--- src/rtl/fifo_rd_pkg.sv ---
// rtl/fifo_rd_pkg.sv - shared defaults, stats widths and count-width helper for fifo_rd_stream
package fifo_rd_pkg;

  localparam int DEF_BUF_DEPTH = 4;
  localparam int STAT_WORDS_W  = 32;
  localparam int STAT_STALLS_W = 16;

  function automatic int cnt_w(input int depth);
    return $clog2(depth + 1);
  endfunction

endpackage

--- src/rtl/rd_skid_buf.sv ---
// rtl/rd_skid_buf.sv - ring buffer holding landed FIFO words, presented as a valid/ready stream head
module rd_skid_buf
  import fifo_rd_pkg::*;
#(
  parameter int DATA_WIDTH = 8,
  parameter int DEPTH      = DEF_BUF_DEPTH
) (
  input  logic                     clk,
  input  logic                     rst,
  input  logic                     wr_en,
  input  logic [DATA_WIDTH-1:0]    wr_data,
  input  logic                     ready,
  output logic                     valid,
  output logic [DATA_WIDTH-1:0]    data,
  output logic [cnt_w(DEPTH)-1:0]  count
);

  localparam int PW = $clog2(DEPTH);
  localparam int CW = cnt_w(DEPTH);

  logic [DATA_WIDTH-1:0] mem [DEPTH];
  logic [PW-1:0]         wr_ptr;
  logic [PW-1:0]         rd_ptr;
  logic                  pop;

  assign pop   = valid && ready;
  assign valid = (count != '0);
  assign data  = mem[rd_ptr];

  // Storage is deliberately not reset; only occupancy decides validity.
  always_ff @(posedge clk) begin
    if (wr_en) mem[wr_ptr] <= wr_data;
  end

  always_ff @(posedge clk) begin
    if (rst) begin
      wr_ptr <= '0;
      rd_ptr <= '0;
      count  <= '0;
    end else begin
      assert (!(wr_en && count == CW'(DEPTH)));
      assert (count <= CW'(DEPTH));
      if (wr_en) wr_ptr <= wr_ptr + PW'(1);
      if (pop)   rd_ptr <= rd_ptr + PW'(1);
      case ({wr_en, pop})
        2'b10:   count <= count + CW'(1);
        2'b01:   count <= count - CW'(1);
        default: count <= count;
      endcase
    end
  end

endmodule

--- src/rtl/fifo_rd_stream.sv ---
// rtl/fifo_rd_stream.sv - credit-based FIFO read adapter to valid/ready stream; optional stats via FIFO_RD_STATS_EN
module fifo_rd_stream
  import fifo_rd_pkg::*;
#(
  parameter int DATA_WIDTH = 8,
  parameter int BUF_DEPTH  = DEF_BUF_DEPTH
) (
  input  logic                         rclk,
  input  logic                         rrst,
  input  logic                         fifo_empty,
  input  logic [DATA_WIDTH-1:0]        fifo_data,
  output logic                         fifo_r_en,
  output logic [DATA_WIDTH-1:0]        m_data,
  output logic                         m_valid,
  input  logic                         m_ready,
  output logic [cnt_w(BUF_DEPTH)-1:0]  buf_count
`ifdef FIFO_RD_STATS_EN
  ,
  output logic [STAT_WORDS_W-1:0]      stat_words,
  output logic [STAT_STALLS_W-1:0]     stat_stalls
`endif
);

  localparam int CW = cnt_w(BUF_DEPTH);

  logic          inflight;
  logic          fire;
  logic [CW:0]   credit;

  // Credit counts the word still in flight so the buffer can never overflow;
  // m_ready deliberately does not enter this path.
  assign credit    = {1'b0, buf_count} + {{CW{1'b0}}, inflight};
  assign fire      = !rrst && !fifo_empty && (credit < (CW+1)'(BUF_DEPTH));
  assign fifo_r_en = fire;

  always_ff @(posedge rclk) begin
    if (rrst) inflight <= 1'b0;
    else      inflight <= fire;
  end

  rd_skid_buf #(
    .DATA_WIDTH (DATA_WIDTH),
    .DEPTH      (BUF_DEPTH)
  ) u_buf (
    .clk     (rclk),
    .rst     (rrst),
    .wr_en   (inflight),
    .wr_data (fifo_data),
    .ready   (m_ready),
    .valid   (m_valid),
    .data    (m_data),
    .count   (buf_count)
  );

`ifdef FIFO_RD_STATS_EN
  always_ff @(posedge rclk) begin
    if (rrst) begin
      stat_words  <= '0;
      stat_stalls <= '0;
    end else begin
      if (m_valid && m_ready) stat_words <= stat_words + STAT_WORDS_W'(1);
      if (m_valid && !m_ready && stat_stalls != '1)
        stat_stalls <= stat_stalls + STAT_STALLS_W'(1);
    end
  end
`endif

endmodule

--- config.mk ---
export PLATFORM = sky130hd
export DESIGN_NAME = fifo_rd_stream
export DESIGN_NICKNAME = d
export VERILOG_FILES = /design/src/rtl/fifo_rd_pkg.sv /design/src/rtl/rd_skid_buf.sv /design/src/rtl/fifo_rd_stream.sv
export SDC_FILE = /design/constraint.sdc
export NUM_CORES = 1
export LEC_CHECK = 0
export BUFFER_PORTS_ARGS = -buffer_cell sky130_fd_sc_hd__buf_2
export CORE_UTILIZATION = 35
export DETAILED_ROUTE_END_ITERATION = 10
export MAX_ROUTING_LAYER = met4
export PLACE_DENSITY = 0.66
export RECOVER_POWER = 50
export SLEW_MARGIN = 10
export SYNTH_ARGS = -nofsm -noshare
export SYNTH_HDL_FRONTEND = slang
export SYNTH_SLANG_ARGS = --single-unit
--- constraint.sdc ---
create_clock -name rclk -period 1.9 [get_ports rclk]
set_clock_uncertainty 0.2 [all_clocks]
set_input_delay 0.38 -clock rclk [delete_from_list [all_inputs] [get_ports rclk]]
set_output_delay 0.38 -clock rclk [all_outputs]
set_load 0.02 [all_outputs]
## Word-level counts from Yosys, hierarchy flattened

Memories as Yosys holds them, arrays and structs flattened. A register that Yosys moved wholly into a read port is not among the register bits.
Index checks and enable logic that the tools add are counted.

| storage, ports and cells | value |
|---|---|
| bits in registers | 8 |
| RAM bits | 32 |
| input port bits | 12 |
| output and inout bits | 13 |
| word-level logic and storage cells | 25 |
| memories kept | 1 |

Memory list:

| name | depth | bits a word | rd ports | clocked after memory_dff | write ports | RTL line | RTL |
|---|---|---|---|---|---|---|---|
| u_buf.mem | 4 | 8 | 1 | 1 | 1 | rd_skid_buf.sv:21 | `logic [DATA_WIDTH-1:0] mem [DEPTH];` |

| operators by class | value |
|---|---|
| add/subtract/negate cells | 5 |
| $lt $le $gt $ge | 1 |
| eq/ne operators | 2 |
| muxes and demuxes | 5 |
| reduce and logical (&&, ||, !) cells | 7 |

Operator list:

| cell | count |
|---|---|
| $pmux 3 s2 | 1 |
| $add 2x1->2 const B | 2 |
| $add 3x1->4 | 1 |
| $lt 4x3->1 const B | 1 |
| $mux 2 | 2 |
| $add 3x1->3 const B | 1 |
| $logic_and 1x1->1 | 3 |
| $reduce_bool 3->1 | 1 |
| $sub 3x1->3 const B | 1 |
| $eq 2x1->1 const B | 1 |
| $eq 2x2->1 const B | 1 |
| $logic_not 1->1 | 2 |
| $mux 1 | 2 |
| $reduce_bool 2->1 | 1 |

## Depth between registers and ports, before layout

Gate-level depths: netlist of the first run.

| depth | value |
|---|---|
| depth in word-level cells | 4 |
| mapped depth | 8 |
| gate-level depth less buffers | 7 |

## Cells and area by module

From an unflattened synthesis of the first run, not the netlist that was laid out.

| second synthesis, totals | value |
|---|---|
| cells, all modules | 93 |
| area, all modules | 1655.3 um2 |

Modules (own cells, without submodules):

| module | times used | cells each | area each (um2) | sequential area each (um2) |
|---|---|---|---|---|
| rd_skid_buf | 1 | 89 | 1616.6 | 1141.1 |
| fifo_rd_stream | 1 | 4 | 38.8 | 20.0 |

## Worst setup path before layout of the first run

OpenSTA, ideal clock, no wires.

| path | value |
|---|---|
| kind | flip-flop to flip-flop |
| start | register u_buf.count[0] |
| end | register u_buf.count[2] |
| library setup time | 0.070 ns |
| arrival | 1.903 ns |
| required time | 1.630 ns |
| path slack | -0.273 ns |
| cell stages (with the launch flop) | 8 |
| path buffers | 0 |
| clock period less this slack | 2.173 ns |
| cell sequence | dfxtp_1 -> o31a_2 -> ha_1 -> inv_1 -> fa_1 -> xor2_1 -> or3_1 -> a21oi_1 |

| between the ends | value |
|---|---|
| longest elaborated chain between the ends | 4 |
| elaborated cells on any way between the ends | 8 |
| classes of those cells | 2 x add/sub; 2 x eq/ne; 1 x mux; 3 x reduce/logical |

RTL lines:

| element | RTL line | RTL |
|---|---|---|
| start, declared | rd_skid_buf.sv:15 | `output logic [cnt_w(DEPTH)-1:0] count` |
| start signal, assigned | rd_skid_buf.sv:46 | `2'b10: count <= count + CW'(1);` |
| start signal, assigned | rd_skid_buf.sv:47 | `2'b01: count <= count - CW'(1);` |
| start signal, assigned | rd_skid_buf.sv:48 | `default: count <= count;` |
| $reduce_bool 3->1 (*) | rd_skid_buf.sv:27 | `assign valid = (count != '0);` |
| $logic_and 1x1->1 (*) | rd_skid_buf.sv:26 | `assign pop = valid && ready;` |
| net u_buf.pop | rd_skid_buf.sv:24 | `logic pop;` |
| $eq 2x1->1 or $eq 2x2->1 (tied branches) | rd_skid_buf.sv:45 | `case ({wr_en, pop})` |
| $pmux 3 s2 or $reduce_bool 2->1 (tied branches) | - |  |

Mark *: on every way through the listed nets, which the timed path passes. The rest lies on a longest branch.
A chain may end at the register's enable or synchronous reset.

==> results of run 1 <==
-- cells in the final DEF (no fill, tap or decap), types with 2 or more instances in the layout --
cell	synthesis	layout
clkbuf_1	0	10
or3_4	0	3
buf_6	2	12
xor2_1	3	3
buf_4	0	4
dfxtp_1	10	6
dfxtp_4	0	3
edfxtp_1	32	32
inv_1	6	5
xnor2_1	1	2
buf_2	1	6
and2_1	4	4
nor2_1	8	8
mux4_2	8	8
ha_1	5	4
clkbuf_8	0	5
-- per-stage QoR --
step	hold slack, ps	setup slack, ps	power (µW)	cells
2_1_floorplan	279	7.59	1700	94
3_3_place_gp	308	-36.7	1940	173
3_5_place_dp	320	-177	1960	173
4_1_cts	95.1	-122	2660	182
5_1_grt	161	-168	2780	182
6_report	148	-120	2640	182
-- cell families (layout without fill, tap and decap cells) --
logic type	count (synthesis)	after routing	share of synthesized area [%]
XOR/XNOR	5	5	3.09
AO/OA/AOI/OAI	7	7	2.79
AND/OR/NAND/NOR	15	15	4.52
flip-flops	42	42	69.9
multiplexers	9	9	11.4
adder cells (fa/ha/maj)	6	6	4.97
buffers and inverters	10	46	3.31
-- metal layers --
metal	share of wire (%)	vias up	routed length [µm]
li1	-	420	-
met1	40	434	1110
met2	53	29	1470
met3	6.1	4	169
met4	1.4	0	38
met5	0	-	0
-- power by group --
group / switching (µW) / leakage (µW) / total (µW) / internal, µW
sequential: 57.0 / 0.000375 / 1140 / 1080
combinational: 441 / 0.000300 / 941 / 500
clock: 301 / 0.0000452 / 560 / 259
total: 798 / 0.000720 / 2640 / 1840
-- state kept, by name, indices dropped and copies added, names as in the netlist, named ones only --
name,count
u_buf.mem,32
u_buf.count,3
u_buf.rd_ptr,2
u_buf.wr_ptr,2
inflight,1
-- final cells by class --
class,count,area share [%]
Sequential cell,42,56.4
Multi-Input combinational cell,42,23.3
Timing Repair Buffer,32,12.0
Clock buffer,6,3.49
Tap cell,52,3.12
Inverter,6,1.08
Clock inverter,2,0.661
-- worst max-delay path: cells and delay by family, from the launching register on --
| family | cells | cell delay (ps) |
|---|---|---|
| buffers and inverters | 2 | 290 |
| DFF | 1 | 350 |
| muxes | 1 | 520 |
-- what timing repair did --
action / CTS / global route
endpoints found under the setup margin: 12 / 11
cloned: 0 / 0
buffers inserted: 1 / 0
resized for setup: 25 / 5
pin swaps: 2 / 3
-- path summary, 6_finish.rpt --
path	from	to	cells past startpoint
max	flip-flop	m_data[0]	3
min	fifo_data[3]	u_buf.mem[0][3]	1
max reg2reg	u_buf.count[0]	u_buf.count[2]	7
min reg2reg	u_buf.rd_ptr[1]	u_buf.rd_ptr[1]	2
==> results.cfg, run 1 <==
[synth]
synth_flop_cell = edfxtp_1
yosysTopAreaCell = edfxtp_1
cell_area_after_synthesis_um2 = 1660
synth_largest_type_area_fraction_pct = 57.8
post-synth-top-count-cell = edfxtp_1
yosysWarningCount = 0
synth_area_leaders = edfxtp_1 58%, dfxtp_1 12%, mux4_2 11%
synth_fp_nets = 112
postSynth.asyncResetShare_pct = 0
synth_common_cells = 32 x edfxtp_1, 10 x dfxtp_1, 8 x mux4_2, 8 x nor2_1, 6 x inv_1
synth_sequential_area_ratio_pct = 69.9
synth_enable_flop_cells = 32
netlist_instances = 94
postSynthAreaPerCell_um2 = 17.7
synth_seq_cells = 42
yosys.cell_types.count = 22

[finish]
number_of_antenna_diodes = 0
syn_to_final_growth_pct = 25.3
multi_input_comb_area_um2 = 485
layout-drive-gt1-share_pct = 39.2
design_area_um2 = 2080
final-seq-area_um2 = 1170
post-route-util_pct = 46.8
nFillCells = 405
finish.net_count = 147

[critical_path]
cp.arrival_ps = 1440
critical_path_peak_fanout = 8
setup.reg_to_reg.worst_slack_ps = -70
timing.critical_path.cells = buf_12 > mux4_2 > buf_6
crit_required_ps = 1320
endpoint_kind = output port
critPathLaunchType = flip-flop
criticalPathCategory = flip-flop to output port
critical_path.max_stage_delay_ps = 520
critical_path.slowest_cell = mux4_2

[clock_tree]
clk_latency_ps = 290
cts.path.max_buffers = 2
cts_max_level = 2
number_of_buffers_inserted_during_clock_tree_synthesis = 5
cts.root.buffer_cell = clkbuf_8
path_clk_slew_ps = 80
cts_sinks = 42
cts_tree = built
postCtsHoldBufs = 0

[sta]
worst_slack_ps = -120
final_period_minus_worst_setup_slack_ps = 2020
final-setup-viol-count = 9
timing.final.crit_share_pct = 106
worst-slew-pin-transition_ps = 430
max_slew_margin_pct = 71.3
max_clock_freq_mhz = 495
rsz_0062_raised_after_global_routing = yes
timing.final.hold_violations = 0
setup-tns-final_ps = -930
maxSlewViolCount = 0

[grt]
grt_util_met2_pct = 22.1
gr-total-overflow = 0
grt_most_used_layer = met2
global_route.usage.met1_pct = 13.2
grt_first_pass_wirelength_um = 4560
gr-usage-met3_pct = 4.56
number_of_antenna_violations_at_the_first_check_in_global_routing = 0
maximum_number_of_pins_on_one_net_before_global_route_repair = 14
grt_pass1_vias = 960
global_route.usage.total_pct = 12.9

[placed_design]
placed_cell_area_um2 = 1910
gp_routability_congestion = 0.793
io_buffer_count = 24
dpl.hpwl_um = 1910

[route]
totalWireLength_um = 2790
first_iter_violations = 82
vias = 887
post_drt_via_cell_ratio = 4.87
drcViolationCount = 0
antenna_left = 0
drtPass1Iterations = 6
average_detailed_routed_wire_length_per_instance_um = 15.3

[floorplan]
start_util_pct = 37.4
core.rowCount = 24
core_region_area_um2 = 4440
io_pins = 25
width_of_the_die_um = 70.9
die_y_um = 70.9
fp.dieArea_um2 = 5030

[power]
static-leakage-power_uw = 0.000720
irDropWorstVdd_mv = 0.665
power-per-cell-area_nw_per_um2 = 1270

[hold_path]
min_path_type = input pin to flip-flop

[run]
cap_viol_max_count = 0

[outcome]
failing_checks = negative setup slack
run_status = complete, but fails checks
(Power assumes the default switching activity.)
==> run 2, diff against run 1 <==
--- a/config.mk
+++ b/config.mk
@@ -5,11 +5,11 @@
 export SDC_FILE = /design/constraint.sdc
 export NUM_CORES = 1
 export LEC_CHECK = 0
-export BUFFER_PORTS_ARGS = -buffer_cell sky130_fd_sc_hd__buf_2
 export CORE_UTILIZATION = 35
 export DETAILED_ROUTE_END_ITERATION = 10
+export DONT_BUFFER_PORTS = 1
 export MAX_ROUTING_LAYER = met4
-export PLACE_DENSITY = 0.66
+export PLACE_DENSITY = 0.62
 export RECOVER_POWER = 50
 export SLEW_MARGIN = 10
 export SYNTH_ARGS = -nofsm -noshare
==> results.cfg, run 2 (synthesis results as in run 1) <==
[route]
antenna_left = 0
drtPass1Iterations = 5
vias = 817
average_detailed_routed_wire_length_per_instance_um = 15.7
first_iter_violations = 40
drcViolationCount = 0
post_drt_via_cell_ratio = 4.89
totalWireLength_um = 2630

[clock_tree]
cts.root.buffer_cell = clkbuf_8
path_clk_slew_ps = 80
cts_tree = built
cts.path.max_buffers = 2
clk_latency_ps = 290
cts_sinks = 42
number_of_buffers_inserted_during_clock_tree_synthesis = 5
cts_max_level = 2

[sta]
max_clock_freq_mhz = 500
final_period_minus_worst_setup_slack_ps = 2000
timing.final.crit_share_pct = 105
final-setup-viol-count = 11
max_slew_margin_pct = 70.4
worst_slack_ps = -102
timing.final.hold_violations = 0
worst-slew-pin-transition_ps = 445
maxSlewViolCount = 0
fin_hold_ws_ps = 66.2
rsz_0062_raised_after_global_routing = yes

[placed_design]
placed_cell_area_um2 = 1790
gp_routability_congestion = 0.694
pre_cts_slack_ps = -19.2
io_buffer_count = 0
dpl.hpwl_um = 1720

[critical_path]
critical_path.max_stage_delay_ps = 350
criticalPathCategory = flip-flop to output port
critPathLaunchType = flip-flop
path_buf_inv = 2
critical_path.slowest_cell = dfxtp_4
cp.arrival_ps = 1420
timing.critical_path.cells = buf_6 > or3_4 > a31oi_1 > buf_4
worst_path_dominant_cell_family = flip-flops
endpoint_kind = output port
critical_path_peak_fanout = 6
crit_required_ps = 1320

[floorplan]
core_region_area_um2 = 4440
core.rowCount = 24
io_pins = 25
width_of_the_die_um = 70.9
fp.dieArea_um2 = 5030
start_util_pct = 37.4
die_y_um = 70.9

[finish]
largest_reg_flops = 32
syn_to_final_growth_pct = 21.2
layout-drive-gt1-share_pct = 30.4
finish.net_count = 132
number_of_antenna_diodes = 0
mostFrequentLayoutCell = edfxtp_1
top_register = u_buf.mem
nFillCells = 396
largest_registers = u_buf.mem (32), u_buf.count (3)
design_area_um2 = 2010
commonest_cells_after_routing_fill_and_taps_aside = 32 x edfxtp_1, 9 x dlygate4sd3_1, 8 x mux4_2, 8 x nor2_1

[grt]
number_of_antenna_violations_at_the_first_check_in_global_routing = 0
global_route.usage.total_pct = 12.0
grt_pass1_vias = 886
gr-total-overflow = 0
maximum_number_of_pins_on_one_net_before_global_route_repair = 15
grt_first_pass_wirelength_um = 4230

[hold_path]
min_path_type = input pin to flip-flop

[power]
irDropWorstVdd_mv = 0.740
totalPowerFinal_uw = 2580
power-per-cell-area_nw_per_um2 = 1280
static-leakage-power_uw = 0.000679

[outcome]
failing_checks = negative setup slack
run_status = complete, but fails checks

[run]
cap_viol_max_count = 0
## run 2: repair_timing
item / 4_1_cts / 5_1_grt
buffers inserted: 0 / 2
endpoints found under the setup margin: 11 / 12
hold endpoints to repair: 41 / 0
resized for setup: 3 / 2
pin swaps: 1 / 2
hold buffers: 9 / 0
## run 2: layer usage
metal	GRT usage, %	part of all wire [%]	up-vias
li1	-	-	388
met1	13.0	46	399
met2	20.3	49	24
met3	3.42	3.8	6
met4	5.33	1.8	0
met5	-	0	-
## run 2: power by group
part	leakage, µW	internal (µW)	switching (µW)
clock network	0.0000585	394	314
logic	0.000245	346	389
registers	0.000375	1080	52.9
total	0.000679	1820	756
## run 2: stage by stage
step	setup TNS [ps]	util (%)	std cells
2_1_floorplan	0	-	94
3_3_place_gp	0	40.2	148
3_5_place_dp	-19.2	40.2	148
4_1_cts	-610	45.0	165
5_1_grt	-964	45.3	167
6_report	-417	45.3	167
## run 2: worst paths after layout
check | end | slack [ps] | cells after the start | startpoint
hold reg to reg | flip-flop | 330 | 2 | u_buf.rd_ptr[1]
hold / removal | inflight | 70 | 2 | rrst
setup / recovery | fifo_r_en | -100 | 4 | u_buf.count[2]
setup reg to reg | u_buf.count[2] | -10 | 7 | u_buf.count[2]
## run 2: final cells by class
class	instances	area [µm²]	area share, %
multi-input combinational	42	473	23.5
inverter	6	22.5	1.12
timing repair buffer	17	166	8.27
clock buffer	5	68.8	3.42
tap	52	65.1	3.23
clock inverter	3	43.8	2.18
sequential	42	1170	58.3
